[config.mk]
export PLATFORM = sky130hd
export DESIGN_NAME = hazard_ctrl_flat
export DESIGN_NICKNAME = d
export VERILOG_FILES = /design/src/rtl/hazard_ctrl_if.sv /design/src/rtl/hazard_ctrl.sv /design/src/flat_wrapper.sv
export SDC_FILE = /design/constraint.sdc
export NUM_CORES = 1
export LEC_CHECK = 0
export CORE_AREA = 4 4 63 65
export CTS_CLUSTER_DIAMETER = 100
export CTS_CLUSTER_SIZE = 28
export DETAILED_ROUTE_END_ITERATION = 10
export DIE_AREA = 0 0 67 69
export PLACE_DENSITY = 0.69
export SKIP_LAST_GASP = 1
export SLEW_MARGIN = 30
export SYNTH_ARGS = -nofsm -noshare
export SYNTH_HDL_FRONTEND = slang
export SYNTH_SLANG_ARGS = --single-unit
[constraint.sdc]
create_clock -name clk -period 3.2 [get_ports clk]
set_input_delay 0.64 -clock clk [delete_from_list [all_inputs] [get_ports clk]]
set_output_delay 0.64 -clock clk [all_outputs]
set_load 0.01 [all_outputs]
[src/rtl/hazard_ctrl_if.sv]
// Hazard controller signal bundle.
// The slave side belongs to the hazard unit; the master side belongs to the pipeline.
interface hazard_ctrl_if #(
    parameter int REG_AW = 5,
    parameter int CNT_W  = 16
);
    logic [REG_AW-1:0] id_rs1;
    logic [REG_AW-1:0] id_rs2;
    logic              id_uses_rs2;
    logic [REG_AW-1:0] ex_rd;
    logic              ex_memRead;
    logic              ex_branch_taken;
    logic              dmem_busy;
    logic              stall_clr;
    logic              pc_write;
    logic              ifid_write;
    logic              ifid_flush;
    logic              ctrl_flush;
    logic              pipe_hold;
    logic [CNT_W-1:0]  stall_cnt;

    modport slave (
        input  id_rs1, id_rs2, id_uses_rs2, ex_rd, ex_memRead,
        input  ex_branch_taken, dmem_busy, stall_clr,
        output pc_write, ifid_write, ifid_flush, ctrl_flush,
        output pipe_hold, stall_cnt
    );

    modport master (
        output id_rs1, id_rs2, id_uses_rs2, ex_rd, ex_memRead,
        output ex_branch_taken, dmem_busy, stall_clr,
        input  pc_write, ifid_write, ifid_flush, ctrl_flush,
        input  pipe_hold, stall_cnt
    );
endinterface

[src/rtl/hazard_ctrl.sv]
// Hazard controller for the 5-stage RV32 pipeline.
// Covers load-use, taken-branch flush and data-memory wait, plus a stall counter.
module hazard_ctrl #(
    parameter int REG_AW         = 5,
    parameter int BRANCH_PENALTY = 2,
    parameter int CNT_W          = 16
) (
    input  logic          clk,
    input  logic          rst,
    hazard_ctrl_if.slave  bus
);
    localparam int FCW = 3;

    typedef enum logic [1:0] {
        RUN     = 2'd0,
        FLUSH   = 2'd1,
        MEMWAIT = 2'd2
    } state_t;

    state_t           state, state_n, eff;
    logic [FCW-1:0]   flush_cnt, flush_cnt_n;
    logic             ret_flush, ret_flush_n;
    logic [CNT_W-1:0] cnt_q;
    logic             load_use;
    logic             pc_w, ifid_w, ifid_f, ctrl_f, hold;

    assign load_use = bus.ex_memRead
                    && (bus.ex_rd != REG_AW'(0))
                    && ((bus.ex_rd == bus.id_rs1)
                        || (bus.id_uses_rs2 && (bus.ex_rd == bus.id_rs2)));

    // Leaving MEMWAIT, the cycle runs under the state that was interrupted.
    always_comb begin
        eff = RUN;
        case (state)
            FLUSH:   eff = FLUSH;
            MEMWAIT: eff = ret_flush ? FLUSH : RUN;
            default: eff = RUN;
        endcase
    end

    always_comb begin
        pc_w        = 1'b1;
        ifid_w      = 1'b1;
        ifid_f      = 1'b0;
        ctrl_f      = 1'b0;
        hold        = 1'b0;
        state_n     = RUN;
        flush_cnt_n = flush_cnt;
        ret_flush_n = ret_flush;
        if (bus.dmem_busy) begin
            pc_w        = 1'b0;
            ifid_w      = 1'b0;
            hold        = 1'b1;
            state_n     = MEMWAIT;
            ret_flush_n = (eff == FLUSH);
        end else if (eff == FLUSH) begin
            ifid_f      = 1'b1;
            ctrl_f      = 1'b1;
            ret_flush_n = 1'b0;
            flush_cnt_n = flush_cnt - FCW'(1);
            state_n     = (flush_cnt_n == '0) ? RUN : FLUSH;
        end else begin
            ret_flush_n = 1'b0;
            if (bus.ex_branch_taken) begin
                ifid_f = 1'b1;
                ctrl_f = 1'b1;
                if (BRANCH_PENALTY > 1) begin
                    state_n     = FLUSH;
                    flush_cnt_n = FCW'(BRANCH_PENALTY - 1);
                end
            end else if (load_use) begin
                pc_w   = 1'b0;
                ifid_w = 1'b0;
                ctrl_f = 1'b1;
            end
        end
        if (rst) begin
            pc_w   = 1'b0;
            ifid_w = 1'b0;
            ifid_f = 1'b1;
            ctrl_f = 1'b1;
            hold   = 1'b0;
        end
    end

    always_ff @(posedge clk or posedge rst) begin
        if (rst) begin
            state     <= RUN;
            flush_cnt <= '0;
            ret_flush <= 1'b0;
        end else begin
            state     <= state_n;
            flush_cnt <= flush_cnt_n;
            ret_flush <= ret_flush_n;
        end
    end

    always_ff @(posedge clk or posedge rst) begin
        if (rst) begin
            cnt_q <= '0;
        end else if (bus.stall_clr) begin
            cnt_q <= '0;
        end else if (!pc_w && (cnt_q != '1)) begin
            cnt_q <= cnt_q + CNT_W'(1);
        end
    end

    assign bus.pc_write   = pc_w;
    assign bus.ifid_write = ifid_w;
    assign bus.ifid_flush = ifid_f;
    assign bus.ctrl_flush = ctrl_f;
    assign bus.pipe_hold  = hold;
    assign bus.stall_cnt  = cnt_q;
endmodule

[src/flat_wrapper.sv]
// flat-port wrapper written by rule: the top's interface ports become plain ports
module hazard_ctrl_flat 
#(
    parameter int REG_AW         = 5,
    parameter int BRANCH_PENALTY = 2,
    parameter int CNT_W          = 16
)
  (clk, rst, bus_id_rs1, bus_id_rs2, bus_id_uses_rs2, bus_ex_rd, bus_ex_memRead, bus_ex_branch_taken, bus_dmem_busy, bus_stall_clr, bus_pc_write, bus_ifid_write, bus_ifid_flush, bus_ctrl_flush, bus_pipe_hold, bus_stall_cnt);
  hazard_ctrl_if #(.REG_AW(REG_AW), .CNT_W(CNT_W)) bus_i ();
  input  logic clk;
  input  logic rst;
  input wire logic [$bits(bus_i.id_rs1)-1:0] bus_id_rs1;
  input wire logic [$bits(bus_i.id_rs2)-1:0] bus_id_rs2;
  input wire logic [$bits(bus_i.id_uses_rs2)-1:0] bus_id_uses_rs2;
  input wire logic [$bits(bus_i.ex_rd)-1:0] bus_ex_rd;
  input wire logic [$bits(bus_i.ex_memRead)-1:0] bus_ex_memRead;
  input wire logic [$bits(bus_i.ex_branch_taken)-1:0] bus_ex_branch_taken;
  input wire logic [$bits(bus_i.dmem_busy)-1:0] bus_dmem_busy;
  input wire logic [$bits(bus_i.stall_clr)-1:0] bus_stall_clr;
  output wire logic [$bits(bus_i.pc_write)-1:0] bus_pc_write;
  output wire logic [$bits(bus_i.ifid_write)-1:0] bus_ifid_write;
  output wire logic [$bits(bus_i.ifid_flush)-1:0] bus_ifid_flush;
  output wire logic [$bits(bus_i.ctrl_flush)-1:0] bus_ctrl_flush;
  output wire logic [$bits(bus_i.pipe_hold)-1:0] bus_pipe_hold;
  output wire logic [$bits(bus_i.stall_cnt)-1:0] bus_stall_cnt;
  assign bus_i.id_rs1 = bus_id_rs1;
  assign bus_i.id_rs2 = bus_id_rs2;
  assign bus_i.id_uses_rs2 = bus_id_uses_rs2;
  assign bus_i.ex_rd = bus_ex_rd;
  assign bus_i.ex_memRead = bus_ex_memRead;
  assign bus_i.ex_branch_taken = bus_ex_branch_taken;
  assign bus_i.dmem_busy = bus_dmem_busy;
  assign bus_i.stall_clr = bus_stall_clr;
  assign bus_pc_write = bus_i.pc_write;
  assign bus_ifid_write = bus_i.ifid_write;
  assign bus_ifid_flush = bus_i.ifid_flush;
  assign bus_ctrl_flush = bus_i.ctrl_flush;
  assign bus_pipe_hold = bus_i.pipe_hold;
  assign bus_stall_cnt = bus_i.stall_cnt;
  hazard_ctrl #(.REG_AW(REG_AW), .BRANCH_PENALTY(BRANCH_PENALTY), .CNT_W(CNT_W)) u_core (.clk(clk), .rst(rst), .bus(bus_i));
endmodule
==> results of run 1 <==
-- where the power goes --
part | internal (mW) | total (mW) | switching [mW]
logic | 0.0809 | 0.154 | 0.0736
clock network | 0.0694 | 0.157 | 0.0873
registers | 0.292 | 0.305 | 0.0131
-- cells by family (layout without fill, tap and decap cells) --
family,after synthesis,after routing,synth area share
AND/OR/NAND/NOR,63,63,0.246
AO/OA/AOI/OAI,44,44,0.192
flip-flops,22,22,0.378
buffers and inverters,16,63,0.0748
XOR/XNOR,11,11,0.0662
adder cells (fa/ha/maj),5,5,0.0430
-- synthesized netlist by cell type --
| master | instances |
|---|---|
| o21ai_2 | 2 |
| clkbuf_2 | 1 |
| inv_1 | 7 |
| o31ai_1 | 1 |
| or4_1 | 3 |
| a31oi_1 | 1 |
| ha_1 | 5 |
| buf_12 | 1 |
| xnor2_1 | 11 |
| a21o_1 | 1 |
| clkbuf_4 | 1 |
| nand3b_1 | 1 |
| o22ai_1 | 1 |
| buf_6 | 2 |
| dlygate4sd1_1 | 1 |
| buf_4 | 2 |
| nand4_1 | 11 |
| nor2b_1 | 1 |
| nand3_1 | 5 |
| or3_1 | 12 |
| o21ai_1 | 8 |
| o21ai_0 | 10 |
| a21oi_2 | 9 |
| dfrtp_1 | 22 |
| nor3_1 | 3 |
| a211oi_2 | 1 |
| or3_2 | 5 |
| a21oi_1 | 9 |
| clkbuf_1 | 1 |
| nand2_1 | 11 |
| and3_1 | 6 |
| and2_1 | 1 |
| nor2_1 | 4 |
| o21bai_1 | 1 |
-- final timing paths --
path / slack (ns) / cells past startpoint / start / to
max in group asynchronous: 2.18 / 3 / rst / u_core.bus.stall_cnt[2]
worst min-delay path: 0.51 / 2 / u_core.flush_cnt[1] / u_core.flush_cnt[1]
worst max register to register: 0.95 / 10 / u_core.state[0] / u_core.bus.stall_cnt[11]
worst min register to register: 0.51 / 2 / u_core.flush_cnt[1] / u_core.flush_cnt[1]
min in group asynchronous: 0.79 / 3 / rst / u_core.flush_cnt[1]
worst max-delay path: 0.08 / 7 / bus_ex_rd[0] / bus_pc_write
-- through the flow --
stage | instance area (sq um) | util | hold WS (ns) | total power [mW]
CTS | 1960 | 0.587 | 0.506 | 0.625
detailed placement | 1930 | 0.577 | 0.475 | 0.468
finish | 1970 | 0.590 | 0.507 | 0.616
global route | 1970 | 0.590 | 0.566 | 0.656
global placement | 1930 | 0.577 | 0.466 | 0.457
floorplan | 1460 | - | 0.449 | 0.399
-- routing by layer --
layer / track usage / vias to the layer above
met4: 0.0608 / 0
li1: - / 678
met5: 0 / -
met3: 0.0373 / 6
met2: 0.270 / 47
met1: 0.209 / 655
-- critical path, stage by stage --
cell,delay [ns]
clkdlybuf4s50_1,0.42
or4_1,0.54
o21ai_2,0.14
nor3_1,0.09
a211oi_2,0.21
buf_4,0.17
dlygate4sd2_1,0.26
-- area by class of cell --
| cell class | instances | share of cell area |
|---|---|---|
| multi-input cells | 123 | 0.407 |
| flip-flops and latches | 22 | 0.280 |
| repair buffers | 52 | 0.252 |
| inverters | 7 | 0.0133 |
| well taps | 46 | 0.0292 |
| clock buffers | 4 | 0.0184 |
-- what timing repair did --
item | 4_1_cts | 5_1_grt
endpoints found under the setup margin | 2 | 3
pin swaps | 0 | 1
gates resized for setup | 2 | 3
-- sequential cells by signal (all words and copies together), names as in the netlist --
name	count
u_core.ret_flush	1
u_core.flush_cnt	3
u_core.bus.stall_cnt	16
u_core.state	2
==> summary.txt, run 1 <==
STA
  – Fmax: 321 MHz
  – Final period util: 0.974
  – Final setup viols: 0
  – Setup TNS: 0 ns
  – Post-route setup slack: 0.0828 ns
  – Min Tclk post-route: 3.12 ns
  – RSZ-0062 raised after global routing: no
  – Final-report hold violation count: 0
  – Worst Tran Pin Value: 0.801 ns
  – Final Skew: 0.00261 ns
  – Rel. slew slack: 0.465
  – Final slew viol count: 0

CTS
  – H-Tree Level Count: 1
  – Clock net sink count: 22
  – Clock Path Buffers: 2
  – Root buf cell: clkbuf_4
  – CTS tree: yes
  – Hold buffer count at cts: 0
  – Clock transition at path regs: 0.13 ns
  – Worst-Skew Late Latency: 0.31 ns
  – Num CTS Buffers: 3
  – Postcts setup bufs: 0

Logic synthesis
  – Synth Register Bits: 22
  – Total nets after synthesis: 188
  – Synth area leaders: dfrtp_1, xnor2_1, a21oi_2
  – Seq/Total Area, Yosys: 0.378
  – Mapped Cells: 161
  – Mapped Avg Cell Area: 9.04 sq um
  – Synth top area share: 0.378
  – Synthesized cell area: 1460 sq um
  – YS warnings: 0
  – Leading area contributor after synthesis: dfrtp_1
  – Synth cell types: 34

Place
  – Pre-CTS setup slack: -0.225 ns
  – Dpl hpwl: 2760 um
  – Routability Congestion: 0.866
  – Placed cells: 250
  – I/O Buffers: 42

Pwr
  – PD cells: 313 nW/um^2
  – Peak supply drop: 0.172 mV
  – Pleak: 0.760 nW

Finish
  – Number of fill cells in the layout: 330
  – Antenna Cells: 0
  – Fin cells: 254
  – Most frequent cells in the layout: clkdlybuf4s50_1, dfrtp_1, or3_1
  – Multi-input logic area: 802 sq um
  – Layout cells sized above 1: 0.154
  – Most common cell after layout, fill and taps aside: clkdlybuf4s50_1
  – Sequential Area: 551 sq um
  – Nets@finish: 236
  – Layout area overhead: 35.3%

Worst hold path
  – Worst hold path class: reg -> reg

Global route
  – Global Route Usage Sum: 0.165
  – Largest net degree at the start of global routing: 23
  – Number of global-route vias before repair: 1446
  – Initial antenna violation count: 0
  – Total congestion overflow: 0
  – Global-route wire length before repair: 6200 um

Floorplanning
  – Core Area: 3340 sq um
  – Initial Utilization: 0.436
  – Die W: 67 um
  – I/O pins: 43
  – Full die area: 4620 sq um
  – Die height: 69 um
  – Rows: 21

Routing
  – Number of remaining DRC errors: 0
  – Drt pass-1 iters: 4
  – Routed WL: 3580 um
  – WL met1: 1500 um
  – Via count: 1386
  – Iteration-0 DRC Markers: 124
  – Met2 wire length: 1780 um
  – Detail Route Antenna Nets: 0
  – Wire length per cell: 14.1 um
  – Vias per cell: 5.46
  – DR top layer: met4
  – Metal3 WL: 253 um

Worst setup path
  – Critical Path Fanout Max: 4
  – Data required time of the critical path: 2.56 ns
  – Worst Path Arrival: 2.48 ns
  – Worst setup SP type: primary input
  – Worst Setup Path Type: in -> out
  – Critical Path Sink Type: output pin

Flow run
  – # Max-Cap Violations: 0

Status
  – Status: completed
(Power assumes the default switching activity.)
==> run 2: changes to the inputs <==
--- a/config.mk
+++ b/config.mk
@@ -10,6 +10,7 @@
 export CTS_CLUSTER_SIZE = 28
 export DETAILED_ROUTE_END_ITERATION = 10
 export DIE_AREA = 0 0 67 69
+export MAX_ROUTING_LAYER = met4
 export PLACE_DENSITY = 0.69
 export SKIP_LAST_GASP = 1
 export SLEW_MARGIN = 30
==> constraint.sdc (replaced) <==
create_clock -name clk -period 3.9 [get_ports clk]
set_input_delay 0.78 -clock clk [delete_from_list [all_inputs] [get_ports clk]]
set_output_delay 0.78 -clock clk [all_outputs]
set_load 0.01 [all_outputs]
==> run 2 against run 1 <==
Power decreased by 23%. Core utilization decreased by 2.0 points. Register-to-register slack improved by 0.72 ns. Clock-buffer cell count decreased by 1. Critical path depth unchanged. Setup slack improved by 0.084 ns. Critical endpoint is now bus_ifid_write. Largest power group unchanged. Highest routed layer unchanged.
==> summary.txt, run 2 (same netlist as run 1, synthesis figures left out) <==
Pwr
  – PD cells: 250 nW/um^2
  – Peak supply drop: 0.166 mV
  – Pleak: 0.712 nW

STA
  – RSZ-0062 raised after global routing: no
  – Final slew viol count: 0
  – Final period util: 0.957
  – Final-report hold violation count: 0
  – Fmax: 268 MHz
  – Setup TNS: 0 ns
  – Worst Tran Pin Value: 0.793 ns
  – Rel. slew slack: 0.470
  – Final Skew: 0.00166 ns
  – Final setup viols: 0
  – Min Tclk post-route: 3.73 ns

Global route
  – Initial antenna violation count: 0
  – Number of global-route vias before repair: 1394
  – Global-route wire length before repair: 6170 um
  – Total congestion overflow: 0
  – Global Route Usage Sum: 0.169
  – Largest net degree at the start of global routing: 23

Floorplanning
  – Initial Utilization: 0.436
  – Full die area: 4620 sq um
  – Rows: 21
  – I/O pins: 43
  – Die height: 69 um
  – Die W: 67 um
  – Core Area: 3340 sq um

CTS
  – CTS resizes: 0
  – Num CTS Buffers: 3
  – Clock net sink count: 22
  – Postcts setup bufs: 0
  – Worst-Skew Late Latency: 0.30 ns
  – CTS tree: yes
  – Clock transition at path regs: 0.12 ns
  – Root buf cell: clkbuf_4
  – Clock Path Buffers: 2
  – Hold buffer count at cts: 0
  – H-Tree Level Count: 1

Finish
  – Most common cell after layout, fill and taps aside: clkdlybuf4s50_1
  – Antenna Cells: 0
  – Layout cells sized above 1: 0.119
  – Number of fill cells in the layout: 323
  – Nets@finish: 230
  – Final core occ: 0.570
  – Max FFs per register: 16
  – Layout area overhead: 30.8%
  – Most frequent cells in the layout: clkdlybuf4s50_1, dfrtp_1, or3_1

Worst setup path
  – Data required time of the critical path: 3.12 ns
  – Worst setup SP type: primary input
  – Crit path top cell by count: clkdlybuf4s50_1
  – Critical Path Sink Type: output pin
  – Slowest-stage cell, CP: or4_1
  – CP cell instances: clkdlybuf4s50_1 > or4_1 > o21ai_2 > nor3_1 > a211oi_2 > buf_4 > clkdlybuf4s50_1
  – Slowest stage delay, CP: 0.56 ns
  – Worst Path Arrival: 2.95 ns
  – Critical Path Fanout Max: 4
  – Worst Setup Path Type: in -> out

Routing
  – Via count: 1332
  – Detail Route Antenna Nets: 0
  – Drt pass-1 iters: 4
  – Vias per cell: 5.39
  – Wire length per cell: 14.2 um
  – Routed WL: 3500 um
  – Iteration-0 DRC Markers: 76
  – Number of remaining DRC errors: 0

Status
  – Status: completed

Place
  – Routability Congestion: 0.861
  – I/O Buffers: 42
  – Dpl hpwl: 2710 um

Worst hold path
  – Worst hold path class: reg -> reg

Flow run
  – # Max-Cap Violations: 0
==> run 2: path summary, 6_finish.rpt <==
| kind | cells past startpoint | from | endpoint | slack [ns] |
|---|---|---|---|---|
| worst min-delay path | 2 | u_core.flush_cnt[1] | u_core.flush_cnt[1] | 0.50 |
| worst max register to register | 10 | u_core.state[0] | u_core.bus.stall_cnt[12] | 1.67 |
| worst min register to register | 2 | u_core.flush_cnt[1] | u_core.flush_cnt[1] | 0.50 |
| worst max-delay path | 7 | bus_ex_rd[0] | bus_ifid_write | 0.17 |
| min in group asynchronous | 3 | rst | u_core.flush_cnt[0] | 0.93 |
| max in group asynchronous | 3 | rst | u_core.bus.stall_cnt[10] | 2.74 |
==> run 2: report_power, final <==
part	switching, mW	internal (mW)
logic	0.0593	0.0632
clock network	0.0660	0.0360
registers	0.0111	0.240
==> run 2: per-stage QoR <==
stage / setup WS, ns / instances / cell area (sq um) / power [mW] / hold slack, ns
5_1_grt: 0.0278 / 247 / 1900 / 0.504 / 0.539
3_3_place_gp: 0.122 / 244 / 1880 / 0.370 / 0.462
2_1_floorplan: 0.879 / 161 / 1460 / 0.327 / 0.449
3_5_place_dp: 0.120 / 244 / 1880 / 0.378 / 0.481
6_report: 0.167 / 247 / 1900 / 0.475 / 0.502
4_1_cts: 0.116 / 247 / 1900 / 0.481 / 0.508
==> run 2: routing by layer <==
layer  track usage  vias up  part of all wire
met5             -        -                 0
met4        0.0563        0            0.0063
met3        0.0390        2             0.058
met2         0.270       46              0.50
met1         0.209      619              0.44
li1              -      665                 -
==> run 2: cell type report <==
class                   count  area, sq um  area share
clock buffers               3         22.5      0.0118
inverters                   7         26.3      0.0138
multi-input cells         123          796       0.418
flip-flops and latches     22          551       0.289
well taps                  46         57.6      0.0302
repair buffers             46          450       0.237
==> run 2: critical path: cells and delay by family <==
kind                   cells  cell delay, ns
and+or+nand+nor            2            0.65
buffers and inverters      3            1.16
AOI/OAI and AO/OA          2            0.36
==> run 3: changes to the inputs <==
--- a/config.mk
+++ b/config.mk
@@ -5,6 +5,7 @@
 export SDC_FILE = /design/constraint.sdc
 export NUM_CORES = 1
 export LEC_CHECK = 0
+export CAP_MARGIN = 5
 export CORE_AREA = 4 4 63 65
 export CTS_CLUSTER_DIAMETER = 100
 export CTS_CLUSTER_SIZE = 28
==> results of run 3 <==
Same layout as run 2: the final DEF is identical, and so are final timing and power.
